--- config.mk ---
export PLATFORM = sky130hd
export DESIGN_NAME = module_ctrl_secded
export DESIGN_NICKNAME = d
export VERILOG_FILES = /design/src/rtl/module_ctrl_secded.sv
export SDC_FILE = /design/constraint.sdc
export NUM_CORES = 1
export LEC_CHECK = 0
export CORE_ASPECT_RATIO = 1.25
export CORE_MARGIN = 5
export CORE_UTILIZATION = 25
export DETAILED_ROUTE_END_ITERATION = 10
export GPL_ROUTABILITY_DRIVEN = 0
export GPL_TIMING_DRIVEN = 0
export PLACE_DENSITY = 0.54
export SLEW_MARGIN = 20
export SYNTH_ARGS = -nofsm -noshare
export SYNTH_HDL_FRONTEND = slang
export SYNTH_SLANG_ARGS = --single-unit
--- constraint.sdc ---
create_clock -name clk -period 3.01 [get_ports clk]
set_input_delay 0.602 -clock clk [delete_from_list [all_inputs] [get_ports clk]]
set_output_delay 0.602 -clock clk [all_outputs]
set_load 0.05 [all_outputs]
--- src/rtl/module_ctrl_secded.sv ---
// Sequencer for the Hamming SECDED decode path: debounced capture, settle wait,
// result registering, saturating error counters and 2-digit display scan.
module module_ctrl_secded #(
  parameter int unsigned DEBOUNCE_CYCLES = 270000,
  parameter int unsigned REFRESH_CYCLES  = 27000,
  parameter int unsigned SETTLE_CYCLES   = 2,
  parameter int unsigned CNT_W           = 4
) (
  input  logic             clk,
  input  logic             rst,
  input  logic             btn_captura,
  input  logic             borrar_cnt,
  input  logic [7:0]       palabra_rx,
  input  logic [2:0]       sindrome,
  input  logic             error_simple,
  input  logic             error_doble,
  input  logic [3:0]       datos_out,
  output logic [7:0]       palabra_lat,
  output logic [2:0]       sindrome_reg,
  output logic [3:0]       datos_reg,
  output logic             flag_simple,
  output logic             flag_doble,
  output logic             resultado_valido,
  output logic             ocupado,
  output logic [CNT_W-1:0] cnt_simple,
  output logic [CNT_W-1:0] cnt_doble,
  output logic [1:0]       an,
  output logic             digito_sel
);

  localparam int unsigned DB_W = (DEBOUNCE_CYCLES > 1) ? $clog2(DEBOUNCE_CYCLES) : 1;
  localparam int unsigned RF_W = (REFRESH_CYCLES > 1) ? $clog2(REFRESH_CYCLES) : 1;
  localparam int unsigned ST_W = (SETTLE_CYCLES > 1) ? $clog2(SETTLE_CYCLES) : 1;
  localparam logic [DB_W-1:0]  DB_LAST = DB_W'(DEBOUNCE_CYCLES - 1);
  localparam logic [RF_W-1:0]  RF_LAST = RF_W'(REFRESH_CYCLES - 1);
  localparam logic [ST_W-1:0]  ST_LAST = ST_W'(SETTLE_CYCLES - 1);
  localparam logic [CNT_W-1:0] CNT_MAX = '1;

  typedef enum logic [2:0] {
    S_IDLE,
    S_CAPTURA,
    S_ESPERA,
    S_EVALUA,
    S_MUESTRA
  } state_t;

  state_t state_q, state_d;

  logic            btn_meta_q, btn_sync_q, btn_last_q;
  logic            clr_meta_q, clr_sync_q;
  logic [7:0]      pal_meta_q, pal_sync_q;
  logic [DB_W-1:0] db_cnt_q, db_cnt_d;
  logic            db_lvl_q, db_lvl_d, db_lvl_prev_q;
  logic            pulso_cap;
  logic [ST_W-1:0] wait_q, wait_d;
  logic [7:0]      lat_q;
  logic [2:0]      sind_q;
  logic [3:0]      datos_q;
  logic            fs_q, fd_q;
  logic [CNT_W-1:0] cnt_sgl_q, cnt_sgl_d, cnt_dbl_q, cnt_dbl_d;
  logic [RF_W-1:0] rf_q, rf_d;
  logic            sel_q, sel_d, scan_q, scan_d;
  logic            busy, res_valid;

  always_ff @(posedge clk or posedge rst) begin
    if (rst) begin
      btn_meta_q    <= 1'b0;
      btn_sync_q    <= 1'b0;
      btn_last_q    <= 1'b0;
      clr_meta_q    <= 1'b0;
      clr_sync_q    <= 1'b0;
      pal_meta_q    <= '0;
      pal_sync_q    <= '0;
      db_cnt_q      <= '0;
      db_lvl_q      <= 1'b0;
      db_lvl_prev_q <= 1'b0;
    end else begin
      btn_meta_q    <= btn_captura;
      btn_sync_q    <= btn_meta_q;
      btn_last_q    <= btn_sync_q;
      clr_meta_q    <= borrar_cnt;
      clr_sync_q    <= clr_meta_q;
      pal_meta_q    <= palabra_rx;
      pal_sync_q    <= pal_meta_q;
      db_cnt_q      <= db_cnt_d;
      db_lvl_q      <= db_lvl_d;
      db_lvl_prev_q <= db_lvl_q;
    end
  end

  // Stability counter restarts on any change; level follows only once it saturates.
  always_comb begin
    db_cnt_d = db_cnt_q;
    db_lvl_d = db_lvl_q;
    if (btn_sync_q != btn_last_q) begin
      db_cnt_d = '0;
    end else if (db_cnt_q == DB_LAST) begin
      db_lvl_d = btn_last_q;
    end else begin
      db_cnt_d = db_cnt_q + DB_W'(1);
    end
  end

  assign pulso_cap = db_lvl_q & ~db_lvl_prev_q;

  always_ff @(posedge clk or posedge rst) begin
    if (rst) begin
      state_q <= S_IDLE;
      wait_q  <= '0;
    end else begin
      state_q <= state_d;
      wait_q  <= wait_d;
    end
  end

  // Captures requested while busy are dropped, not queued.
  always_comb begin
    state_d   = state_q;
    wait_d    = wait_q;
    busy      = 1'b0;
    res_valid = 1'b0;
    case (state_q)
      S_IDLE: begin
        if (pulso_cap) state_d = S_CAPTURA;
      end
      S_CAPTURA: begin
        busy    = 1'b1;
        wait_d  = '0;
        state_d = S_ESPERA;
      end
      S_ESPERA: begin
        busy = 1'b1;
        if (wait_q == ST_LAST) state_d = S_EVALUA;
        else                   wait_d  = wait_q + ST_W'(1);
      end
      S_EVALUA: begin
        busy    = 1'b1;
        state_d = S_MUESTRA;
      end
      S_MUESTRA: begin
        res_valid = 1'b1;
        if (pulso_cap) state_d = S_CAPTURA;
      end
      default: state_d = S_IDLE;
    endcase
  end

  always_ff @(posedge clk or posedge rst) begin
    if (rst) begin
      lat_q     <= '0;
      sind_q    <= '0;
      datos_q   <= '0;
      fs_q      <= 1'b0;
      fd_q      <= 1'b0;
      cnt_sgl_q <= '0;
      cnt_dbl_q <= '0;
    end else begin
      if (state_q == S_CAPTURA) lat_q <= pal_sync_q;
      if (state_q == S_EVALUA) begin
        sind_q  <= sindrome;
        datos_q <= datos_out;
        fs_q    <= error_simple;
        fd_q    <= error_doble;
      end
      cnt_sgl_q <= cnt_sgl_d;
      cnt_dbl_q <= cnt_dbl_d;
    end
  end

  // Double error takes precedence over single; clear overrides any increment.
  always_comb begin
    cnt_sgl_d = cnt_sgl_q;
    cnt_dbl_d = cnt_dbl_q;
    if (state_q == S_EVALUA) begin
      if (error_doble) begin
        if (cnt_dbl_q != CNT_MAX) cnt_dbl_d = cnt_dbl_q + CNT_W'(1);
      end else if (error_simple) begin
        if (cnt_sgl_q != CNT_MAX) cnt_sgl_d = cnt_sgl_q + CNT_W'(1);
      end
    end
    if (clr_sync_q) begin
      cnt_sgl_d = '0;
      cnt_dbl_d = '0;
    end
  end

  always_ff @(posedge clk or posedge rst) begin
    if (rst) begin
      rf_q   <= '0;
      sel_q  <= 1'b0;
      scan_q <= 1'b0;
    end else begin
      rf_q   <= rf_d;
      sel_q  <= sel_d;
      scan_q <= scan_d;
    end
  end

  // Both digits stay dark until the first wrap, which enables the right digit.
  always_comb begin
    rf_d   = rf_q + RF_W'(1);
    sel_d  = sel_q;
    scan_d = scan_q;
    if (rf_q == RF_LAST) begin
      rf_d   = '0;
      scan_d = 1'b1;
      sel_d  = scan_q ? ~sel_q : 1'b0;
    end
  end

  assign palabra_lat      = lat_q;
  assign sindrome_reg     = sind_q;
  assign datos_reg        = datos_q;
  assign flag_simple      = fs_q;
  assign flag_doble       = fd_q;
  assign resultado_valido = res_valid;
  assign ocupado          = busy;
  assign cnt_simple       = cnt_sgl_q;
  assign cnt_doble        = cnt_dbl_q;
  assign digito_sel       = sel_q;
  assign an               = scan_q ? (sel_q ? 2'b01 : 2'b10) : 2'b11;

endmodule

# --- Word level (Yosys, flattened, before mapping) ---
# Cells that the tools add are included.
# Widths: inputs -> output; s select.
totals:
  reg_bits: 88
  latch_bits: 0
  ramBits: 0
  rom_bits: 0
  inputBits: 21
  memories: 0
classes:
  n_addsub: 5
  n_mul: 0
  n_div: 0
  magnitude_cmp: 0
  eq_ne: 13
  shifts: 0
  muxes: 22
  bitwise_logic: 4
  reduce_logical: 13
ops:
  columns: ["operator", "count"]
  rows:
  - ["$mux 19", 2]
  - ["$mux 4", 9]
  - ["$add 19x1->19 const B", 1]
  - ["$eq 19x19->1 const B", 1]
  - ["$add 15x1->15 const B", 1]
  - ["$eq 15x15->1 const B", 1]
  - ["$mux 15", 1]
  - ["$pmux 3 s4", 1]
  - ["$reduce_bool 2->1", 6]
  - ["$add 4x1->4 const B", 2]
  - ["$ne 4x4->1 const B", 2]
  - ["$eq 3x2->1 const B", 2]
  - ["$mux 3", 2]
  - ["$mux 1", 4]
  - ["$mux 2", 2]
  - ["$ne 2x1->1 const B", 2]
  - ["$ne 2x2->1 const B", 2]
  - ["$reduce_and 2->1", 2]
  - ["$reduce_and 4->1", 1]
  - ["$eq 3x1->1 const B", 1]
  - ["$eq 3x3->1 const B", 1]
  - ["$logic_not 3->1", 1]
  - ["$not 1->1", 3]
  - ["$reduce_and 3->1", 1]
  - ["6 further kinds", 6]

# --- Logic depth before layout (Yosys ltp) ---
# Gate-level depths: netlist of run 1.
logic_depth:
  ltp_word: 6
  mapped_depth: 7
  depth_no_buf: 5

# --- Least setup slack after synthesis of run 1 ---
# OpenSTA, ideal clock, no wires.
synth_path:
  path_type: "reg-to-output"
  from: "register state_q[1]"
  to: "output ocupado"
  arrival_ns: 1.167
  t_required_ns: 2.408
  setup_slack_ns: 1.241
  stages_incl_launch_ff: 4
  path_buffers: 1
  cell_sequence: "dfrtp_1 > buf_2 > nor2_1 > nor2_1"
synth_via:
  elab_chain_cells: 3
  word_cells_on_any_way: 5
  classes_between: "eq/ne (3); mux (1); reduce/logical (1)"
synth_lines:
  columns: ["element", "line_no", "source"]
  rows:
  - ["start: declaration", "47", "state_t state_q, state_d;"]
  - ["start signal: assignment", "111", "state_q <= state_d;"]
  - ["$eq 3x1->1 or $eq 3x2->1 (tied branches)", "122", "case (state_q)"]
  - ["$reduce_or 3->1 (no line) *", null, null]
  - ["$mux 1 *", "122", null]
  - ["end: declaration", "24", "output logic ocupado,"]
# Every way passes the cells marked *; elsewhere a longest branch is shown, timed or not.

# --- Worst setup path in the final report of run 1 ---
layout_path:
  from: "register state_q[1]"
  to: "output resultado_valido"
layout_via:
  elab_chain_cells: 2
layout_lines:
  columns: ["element", "line_no", "source"]
  rows:
  - ["$eq 3x3->1", "122", null]
  - ["$mux 1", "122", null]
  - ["end: declaration", "23", "output logic resultado_valido,"]
# Every way passes these cells.

==> impl_metrics.json, run 1 <==
{
  "multiInputGateArea_mm2": 0.001356,
  "drtIter0Drc": 84,
  "root_buffer": "clkbuf_16",
  "vias": 2551,
  "drive_above_1_share": 0.09645,
  "peakVddDrop_mv": 0.2178,
  "finalHoldViolations": 0,
  "hpwl_mm": 5.059,
  "via_per_inst": 4.460,
  "max_cap_viol_count": 0,
  "clkTransAtPathRegs_ns": 0.07,
  "die_area_mm2": 0.01708,
  "rr_worst_depth": 5,
  "min_period_ns": 2.560,
  "drc_errors": 0,
  "ctsHoldBuffers": 0,
  "num_rows": 49,
  "rsz0062_at_grt": "no",
  "synthesis.area_mm2": 0.003637,
  "r2r-end": "digito_sel",
  "ys_warn_count": 0,
  "final_area_mm2": 0.004686,
  "cts_buffers": 9,
  "grt.total_usage": 0.08817,
  "fmax_mhz": 390.6,
  "synth_top_family_by_area": "simple AND/OR/NAND/NOR gates",
  "synth_ff_type": "dfrtp_1",
  "crit_path_end": "resultado_valido",
  "start_util": 0.2535,
  "final_cell_mix": "88 x dfrtp_1, 50 x clkdlybuf4s50_1, 47 x nand2_1, 32 x nor2_1, 19 x nand3_1",
  "timing.rr.start": "rf_q[0]",
  "netlist_instances": 327,
  "grt_first_pass_wirelength_mm": 12.15,
  "drt-total-wl_mm": 7.168,
  "setup_ws_ns": 0.4502,
  "dieWidth_um": 117.9,
  "clockBufferDepth": 2,
  "synth_edf_count": 0,
  "largest_register": "db_cnt_q",
  "period_share": 0.8504,
  "seq_area_frac_synth": 0.6054,
  "wire_per_inst_um": 12.53,
  "top_regs": "db_cnt_q x19, rf_q x15",
  "placed_cell_area_mm2": 0.004390,
  "dp.cells": 556,
  "slew_headroom": 0.5246,
  "worst_pin_slew_ns": 0.7107,
  "async_reset_ff_frac": 1.000,
  "syn_nets": 353,
  "synth_compound_area_frac": 0.04610,
  "crit_start": "state_q[1]",
  "synth-xor-area-share": 0.06502,
  "synth_cell_types": 39,
  "p_leak_uw": 0.002087,
  "die_h_um": 144.9,
  "ys_seq_elements": 88,
  "end_kind": "output port",
  "clock_latency_ns": 0.34,
  "hold_class": "flip-flop to flip-flop",
  "status": "complete, no violations",
  "grt_max_degree": 52,
  "final_util": 0.3266,
  "cts_max_level": 3,
  "nets": 415,
  "path_class": "flip-flop to output port",
  "first_pass_iters": 5,
  "final_common_cell": "dfrtp_1",
  "syn_avg_cell_area_um2": 11.12,
  "worstPathRequired_ns": 2.41,
  "cts_sinks": 88,
  "dp_slack_ns": 0.8111,
  "drv_slew": 0,
  "yosys.area_share.simple": 0.2061,
  "synth_fa_ha_area_frac": 0.01720,
  "cts_setup_buffers": 0,
  "core-area_mm2": 0.01435,
  "r2r_slack_ns": 1.22,
  "worst-path-max-fanout": 8,
  "critPathLaunchType": "flip-flop",
  "antenna_found_initial": 0,
  "cts-resized-gates": 0,
  "cts_tree": "done",
  "seq_area_mm2": 0.002202,
  "synthMuxAreaShare": 0.03853,
  "grt_pass1_vias": 2519,
  "finClkSkew_ns": 0.01064,
  "largest_register_ffs": 19,
  "pwr_density_cell_mw_per_mm2": 508.3,
  "fill_cells": 1453,
  "ant_nets": 0,
  "grt_overflow": 0,
  "cp.arrival_ns": 1.96,
  "syn_to_final_growth_pct": 28.83,
  "setup_viol_count_final": 0,
  "final_cells": 572,
  "io_pins": 51,
  "antenna_cells": 0,
  "io_buffers": 50
}
report_power, final:
| part | switching, uW | total (uW) | internal (uW) |
|---|---|---|---|
| Combinational | 47.5 | 84.2 | 36.7 |
| Sequential | 13.6 | 1220 | 1200 |
| Clock | 500 | 1080 | 582 |
| Total | 561 | 2380 | 1820 |
how the worst min path moves through the flow:
stage | start | end | slack (ns) | cells after the start
global route | pal_meta_q[4] | pal_sync_q[4] | 0.35 | 0
CTS | pal_meta_q[0] | pal_sync_q[0] | 0.35 | 0
floorplan | btn_meta_q | btn_sync_q | 0.33 | 0
global placement | pal_meta_q[6] | pal_sync_q[6] | 0.33 | 0
finish | pal_meta_q[0] | pal_sync_q[0] | 0.34 | 0
detailed placement | btn_meta_q | btn_sync_q | 0.34 | 0
kinds of logic (layout without fill, tap and decap cells):
logic type,Yosys count,in the layout
compound gates,27,27
xor+xnor,27,27
fa+ha+maj,5,5
buf+inv,17,84
flops,88,88
mux,13,13
simple gates,150,150
final cells by class:
type	count	area share
sequential	88	0.4700
multi-input combinational	222	0.2895
timing repair buffer	51	0.1127
clock buffer	9	0.04806
tap	178	0.04753
clock inverter	7	0.01495
buffer	12	0.01282
inverter	5	0.004539
synth_stat cells, drive strengths merged (4+ instances only):
cell type	instances	area, um2
dfrtp	88	2202
nand2	47	176.4
nor2	33	126.4
nand3	20	105.1
xor2	18	157.7
buf	11	56.30
xnor2	9	78.83
mux2	8	90.09
nand4	8	50.05
a21oi	7	35.03
and3	7	43.79
o21ai	7	35.03
a31oi	5	31.28
ha	5	62.56
inv	5	18.77
mux2i	5	50.05
nor3	5	25.02
and4	4	35.03
nand2b	4	25.02
metal layers:
layer	vias to the layer above	global-route usage	wire, um	share of wire
li1	1244	-	-	-
met1	1248	0.1016	3075	0.43
met2	47	0.1505	3658	0.51
met3	12	0.02994	302	0.042
met4	0	0.03804	132	0.018
met5	-	0	0	0
metrics by stage:
| step | total power (uW) | TNS [ns] | hold WS, ns |
|---|---|---|---|
| 3_3_place_gp | 1320 | -113.61 | 0.3310 |
| 2_1_floorplan | 1274 | 0 | 0.3312 |
| 5_1_grt | 2495 | 0 | 0.3536 |
| 6_report | 2382 | 0 | 0.3437 |
| 3_5_place_dp | 1326 | 0 | 0.3355 |
| 4_1_cts | 2432 | 0 | 0.3470 |
critical path, stage by stage (launching register included):
cell and delay (ns):
dfrtp_1 0.36, buf_2 0.17, nor2_1 0.14, nand2_1 0.09, inv_1 0.07, clkdlybuf4s50_1 0.79
Power figures use the tool's default switching activity.
==> run 2: changes to the inputs <==
--- a/config.mk
+++ b/config.mk
@@ -5,7 +5,7 @@
 export SDC_FILE = /design/constraint.sdc
 export NUM_CORES = 1
 export LEC_CHECK = 0
-export CORE_ASPECT_RATIO = 1.25
+export CORE_ASPECT_RATIO = 1.2
 export CORE_MARGIN = 5
 export CORE_UTILIZATION = 25
 export DETAILED_ROUTE_END_ITERATION = 10
==> run 2 against run 1 <==
Net effect: largest cell class unchanged; clock skew decreased by 0.0046 ns; sequential share of layout area decreased by 0.45 points; fmax increased by 0.80%; global-route usage increased by 0.17 points.
==> impl_metrics.json, run 2 (synthesis results as in run 1) <==
{
  "grt_max_degree": 49,
  "critPathMaxStageDelay_ns": 0.80,
  "via_per_inst": 4.502,
  "timing.rr.start": "rf_q[0]",
  "pwr_density_cell_mw_per_mm2": 542.1,
  "clkTransAtPathRegs_ns": 0.06,
  "hold_end": "pal_sync_q[6]",
  "setup_viol_count_final": 0,
  "multiInputGateArea_mm2": 0.001356,
  "cts_max_level": 3,
  "busiest_layer": "met2",
  "drt-total-wl_mm": 6.999,
  "period_share": 0.8437,
  "hold_class": "flip-flop to flip-flop",
  "antenna_cells": 0,
  "start_util": 0.2534,
  "clockBufferDepth": 2,
  "crit_buf_inv": 3,
  "first_pass_iters": 4,
  "end_kind": "output port",
  "switching_share": 0.1935,
  "min_from": "pal_meta_q[6]",
  "path_class": "flip-flop to output port",
  "peakVddDrop_mv": 0.2962,
  "top_regs": "db_cnt_q x19, rf_q x15",
  "cts_setup_buffers": 0,
  "grt_overflow": 0,
  "core-area_mm2": 0.01435,
  "rr_worst_depth": 5,
  "combPwrFrac": 0.033,
  "r2r_slack_ns": 1.27,
  "largest_register": "db_cnt_q",
  "max_cap_viol_count": 0,
  "nets": 415,
  "p_sw_uw": 496.3,
  "finalHoldViolations": 0,
  "status": "complete, no violations",
  "grt_use_met2": 0.1516,
  "clock_latency_ns": 0.33,
  "finClkSkew_ns": 0.006016,
  "worst_path_max_delay_cell": "clkdlybuf4s50_1",
  "drc_errors": 0,
  "io_buffers": 50,
  "r2r-end": "digito_sel",
  "critPathLaunchType": "flip-flop",
  "drv_slew": 0,
  "hold_depth": 0,
  "internal-power_uw": 2068,
  "grt.total_usage": 0.08991,
  "min_period_ns": 2.540,
  "worstPathRequired_ns": 2.41,
  "drive_above_1_share": 0.09415,
  "largest_register_ffs": 19,
  "cp_top_family": "buffers and inverters",
  "cts-resized-gates": 0,
  "whs_ns": 0.3479,
  "antenna_found_initial": 0,
  "seqPwrFrac": 0.474,
  "wire_per_inst_um": 12.32,
  "root_buffer": "clkbuf_16",
  "use_met3": 0.02744,
  "p_leak_uw": 0.002106,
  "slew_headroom": 0.5295,
  "cp.arrival_ns": 1.94,
  "cts_sinks": 88,
  "grtUsageMet1": 0.1054,
  "placed_cell_area_mm2": 0.004387,
  "cts_tree": "done",
  "final_cell_mix": "88 x dfrtp_1, 50 x clkdlybuf4s50_1, 47 x nand2_1, 32 x nor2_1, 19 x nand3_1",
  "seq_area_mm2": 0.002202,
  "hpwl_mm": 4.899,
  "final_common_cell": "dfrtp_1",
  "drtIter0Drc": 116,
  "rsz0062_at_grt": "no",
  "vias": 2557,
  "fill_cells": 1446,
  "num_rows": 48,
  "worst_pin_slew_ns": 0.7033,
  "p_total_uw": 2565,
  "syn_to_final_growth_pct": 30.07,
  "ant_nets": 0,
  "grt_first_pass_wirelength_mm": 12.47,
  "dieWidth_um": 120.1,
  "p_clk_frac": 0.493,
  "ctsHoldBuffers": 0,
  "fmax_mhz": 393.8,
  "io_pins": 51,
  "final_area_mm2": 0.004731,
  "cp_num_cells": 5,
  "cts_buffers": 9,
  "die_area_mm2": 0.01707,
  "die_h_um": 142.1,
  "critical_path.cell_chain": "buf_2 > nor2_1 > nand2_1 > inv_1 > clkdlybuf4s50_1",
  "worst-path-max-fanout": 8,
  "grt_pass1_vias": 2664
}
run 2: power by group through the flow:
stage,Combinational [uW],Sequential [uW],Clock (uW)
after global routing,98.4,1220,1360
after detailed placement,87.4,1240,0
final,83.5,1220,1260
after CTS,87.5,1220,1320
after global placement,81.0,1240,0
after floorplan,39.7,1230,0
run 2: area by class of cell:
cell class / instances / area share
inverters: 5 / 0.004496
repair buffers: 51 / 0.1116
multi-input cells: 222 / 0.2867
flip-flops and latches: 88 / 0.4655
plain buffers: 12 / 0.01270
well taps: 175 / 0.04628
clock inverters: 5 / 0.02222
clock buffers: 10 / 0.05052
run 2: routing by layer:
metal  share of wire  vias up
met5               0        -
met4           0.016        0
met3           0.053        9
met2            0.50       44
met1            0.43     1260
li1                -     1244
run 2: worst register-to-register path: stages (launching register included):
cell	delay [ns]
dfrtp_1	0.39
ha_1	0.22
nand4bb_1	0.13
nor4_1	0.42
buf_2	0.31
mux2i_1	0.20
run 2: through the flow:
step / util / instances / setup TNS (ns) / setup slack (ns)
finish: 0.3296 / 568 / 0 / 0.4704
global route: 0.3296 / 568 / 0 / 0.3561
CTS: 0.3296 / 568 / 0 / 0.4331
detailed placement: 0.3056 / 553 / 0 / 0.8071
global placement: 0.3035 / 552 / -108.38 / -1.237
floorplan: - / 327 / 0 / 0.1294
run 2: worst max path at each step:
stage	from	to	slack (ns)
final	state_q[1]	resultado_valido	0.47
after global routing	state_q[1]	resultado_valido	0.36
after global placement	rst	pal_meta_q[2]	-1.24
after CTS	state_q[1]	resultado_valido	0.43
after floorplan	rst	btn_last_q	0.13
after detailed placement	state_q[1]	resultado_valido	0.81
==> run 3: changes to the inputs <==
--- a/config.mk
+++ b/config.mk
@@ -11,7 +11,7 @@
 export DETAILED_ROUTE_END_ITERATION = 10
 export GPL_ROUTABILITY_DRIVEN = 0
 export GPL_TIMING_DRIVEN = 0
-export PLACE_DENSITY = 0.54
+export PLACE_DENSITY = 0.53
 export SLEW_MARGIN = 20
 export SYNTH_ARGS = -nofsm -noshare
 export SYNTH_HDL_FRONTEND = slang
==> constraint.sdc (replaced) <==
create_clock -name clk -period 2.7 [get_ports clk]
set_input_delay 0.54 -clock clk [delete_from_list [all_inputs] [get_ports clk]]
set_output_delay 0.54 -clock clk [all_outputs]
set_load 0.05 [all_outputs]
==> run 3 against run 2 <==
Net effect: final cell count grew 0.35%; hold slack lost 0.00094 ns; count of clock-buffer cells in the layout is the same; register-to-register slack lost 0.39 ns; sequential power grew 11%; global-route usage is essentially flat; cell area is the same; clock skew shrank 0.0026 ns; combinational power grew 15%; largest power group is now registers; highest routed layer unchanged.
==> impl_metrics.json, run 3 (synthesis results as in run 1) <==
{
  "dp_slack_ns": 0.5559,
  "wire_per_inst_um": 12.49,
  "path_class": "flip-flop to output port",
  "worstPathRequired_ns": 2.16,
  "status": "complete, no violations",
  "cts_sinks": 88,
  "rsz0062_at_grt": "no",
  "antenna_cells": 0,
  "io_buffers": 50,
  "switching_share": 0.2052,
  "dieWidth_um": 120.1,
  "drtIter0Drc": 59,
  "final_cell_mix": "88 x dfrtp_1, 50 x clkdlybuf4s50_1, 47 x nand2_1, 32 x nor2_1, 19 x nand3_1",
  "end_kind": "output port",
  "io_pins": 51,
  "nets": 416,
  "ctsHoldBuffers": 0,
  "worst_pin_slew_ns": 0.6357,
  "p_sw_uw": 574.1,
  "placed_cell_area_mm2": 0.004400,
  "pwr_density_cell_mw_per_mm2": 591.4,
  "fin_tns_setup_ns": 0,
  "final_cells": 570,
  "period_share": 0.9252,
  "min_period_ns": 2.498,
  "seqPwrFrac": 0.485,
  "drive_above_1_share": 0.09873,
  "final_common_cell": "dfrtp_1",
  "cts_max_level": 3,
  "critical_path.cell_chain": "buf_2 > nor2_1 > nand2_1 > inv_1 > clkdlybuf4s50_1",
  "final_area_mm2": 0.004731,
  "fmax_mhz": 400.3,
  "dp.cells": 554,
  "cts_setup_buffers": 0,
  "clock_latency_ns": 0.34,
  "syn_to_final_growth_pct": 30.07,
  "vias": 2554,
  "grt.total_usage": 0.09020,
  "p_clk_frac": 0.481,
  "cts_tree": "done",
  "core-area_mm2": 0.01435,
  "root_buffer": "clkbuf_16",
  "largest_register_ffs": 19,
  "ant_nets": 0,
  "combPwrFrac": 0.034,
  "slew_headroom": 0.5748,
  "clkTransAtPathRegs_ns": 0.06,
  "setup_ws_ns": 0.2018,
  "die_area_mm2": 0.01707,
  "grt_first_pass_wirelength_mm": 12.27,
  "cts_buffers": 9,
  "finalHoldViolations": 0,
  "cp.arrival_ns": 1.96,
  "num_rows": 48,
  "antenna_found_initial": 0,
  "grt_max_degree": 35,
  "cts-resized-gates": 0,
  "peakVddDrop_mv": 0.2877,
  "top_regs": "db_cnt_q x19, rf_q x15",
  "largest_register": "db_cnt_q",
  "die_h_um": 142.1,
  "worst_path_max_delay_cell": "clkdlybuf4s50_1",
  "finClkSkew_ns": 0.003395,
  "first_pass_iters": 4,
  "drv_slew": 0,
  "drt-total-wl_mm": 7.118,
  "p_leak_uw": 0.002110,
  "final_util": 0.3296,
  "start_util": 0.2534,
  "clockBufferDepth": 2,
  "via_per_inst": 4.481,
  "internal-power_uw": 2224,
  "grt_overflow": 0,
  "max_cap_viol_count": 0,
  "setup_viol_count_final": 0,
  "critPathLaunchType": "flip-flop",
  "drc_errors": 0,
  "hpwl_mm": 5.086,
  "grt_pass1_vias": 2654,
  "hold_class": "flip-flop to flip-flop",
  "worst-path-max-fanout": 8,
  "critPathMaxStageDelay_ns": 0.80
}
==> run 3: changes by cell type in the layout (fill, tap and decap cells not counted) <==
cell and change:
buf_12 +2, buf_16 -1, bufinv_16 -1, clkinv_2 +1
clkinv_4 +2, clkinvlp_4 -1, inv_4 -1, inv_6 +1
==> run 3: final cells by class <==
type | instances | area [um2]
plain buffers | 12 | 60.06
multi-input cells | 222 | 1356
fillers | 1453 | 9623
inverters | 5 | 22.52
clock buffers | 10 | 239.0
well taps | 175 | 219.0
repair buffers | 52 | 540.5
flip-flops and latches | 88 | 2202
clock inverters | 6 | 91.34
==> run 3: path summary, 6_finish.rpt <==
check                              startpoint          endpoint  slack (ns)  depth (start not counted)
worst max-delay path               state_q[1]  resultado_valido        0.20                          5
worst min-delay path            pal_meta_q[7]     pal_sync_q[7]        0.35                          0
worst max register to register        rf_q[0]        digito_sel        0.88                          5
worst min register to register  pal_meta_q[7]     pal_sync_q[7]        0.35                          0
max in group asynchronous                 rst     pal_sync_q[3]        1.53                          3
min in group asynchronous                 rst        btn_meta_q        0.61                          2
==> run 3: power groups by stage <==
stage	Combinational [uW]	Sequential [uW]	Clock, uW
2_1_floorplan	44.6	1380	0
3_3_place_gp	91.3	1380	0
3_5_place_dp	99.5	1380	0
4_1_cts	100	1360	1400
5_1_grt	109	1360	1460
6_report	95.7	1360	1350
==> run 3: per-stage QoR <==
stage               total power, uW  hold WS [ns]
finish                         2798        0.3469
global route                   2926        0.3568
CTS                            2860        0.3499
detailed placement             1480        0.3365
global placement               1471        0.3341
floorplan                      1421        0.3312
==> run 3: metal layers <==
layer / up-vias / track usage / routed length, um
met2: 44 / 0.1563 / 3615
li1: 1249 / - / -
met4: 0 / 0.04403 / 165
met1: 1249 / 0.09794 / 2978
met3: 12 / 0.03221 / 358
met5: - / 0 / 0
==> run 3: critical path: cells and delay by family, from the launching register on <==
kind / cells / cell delay, ns
buffers and inverters: 3 / 1.03
flip-flops: 1 / 0.36
AND/OR/NAND/NOR: 2 / 0.23
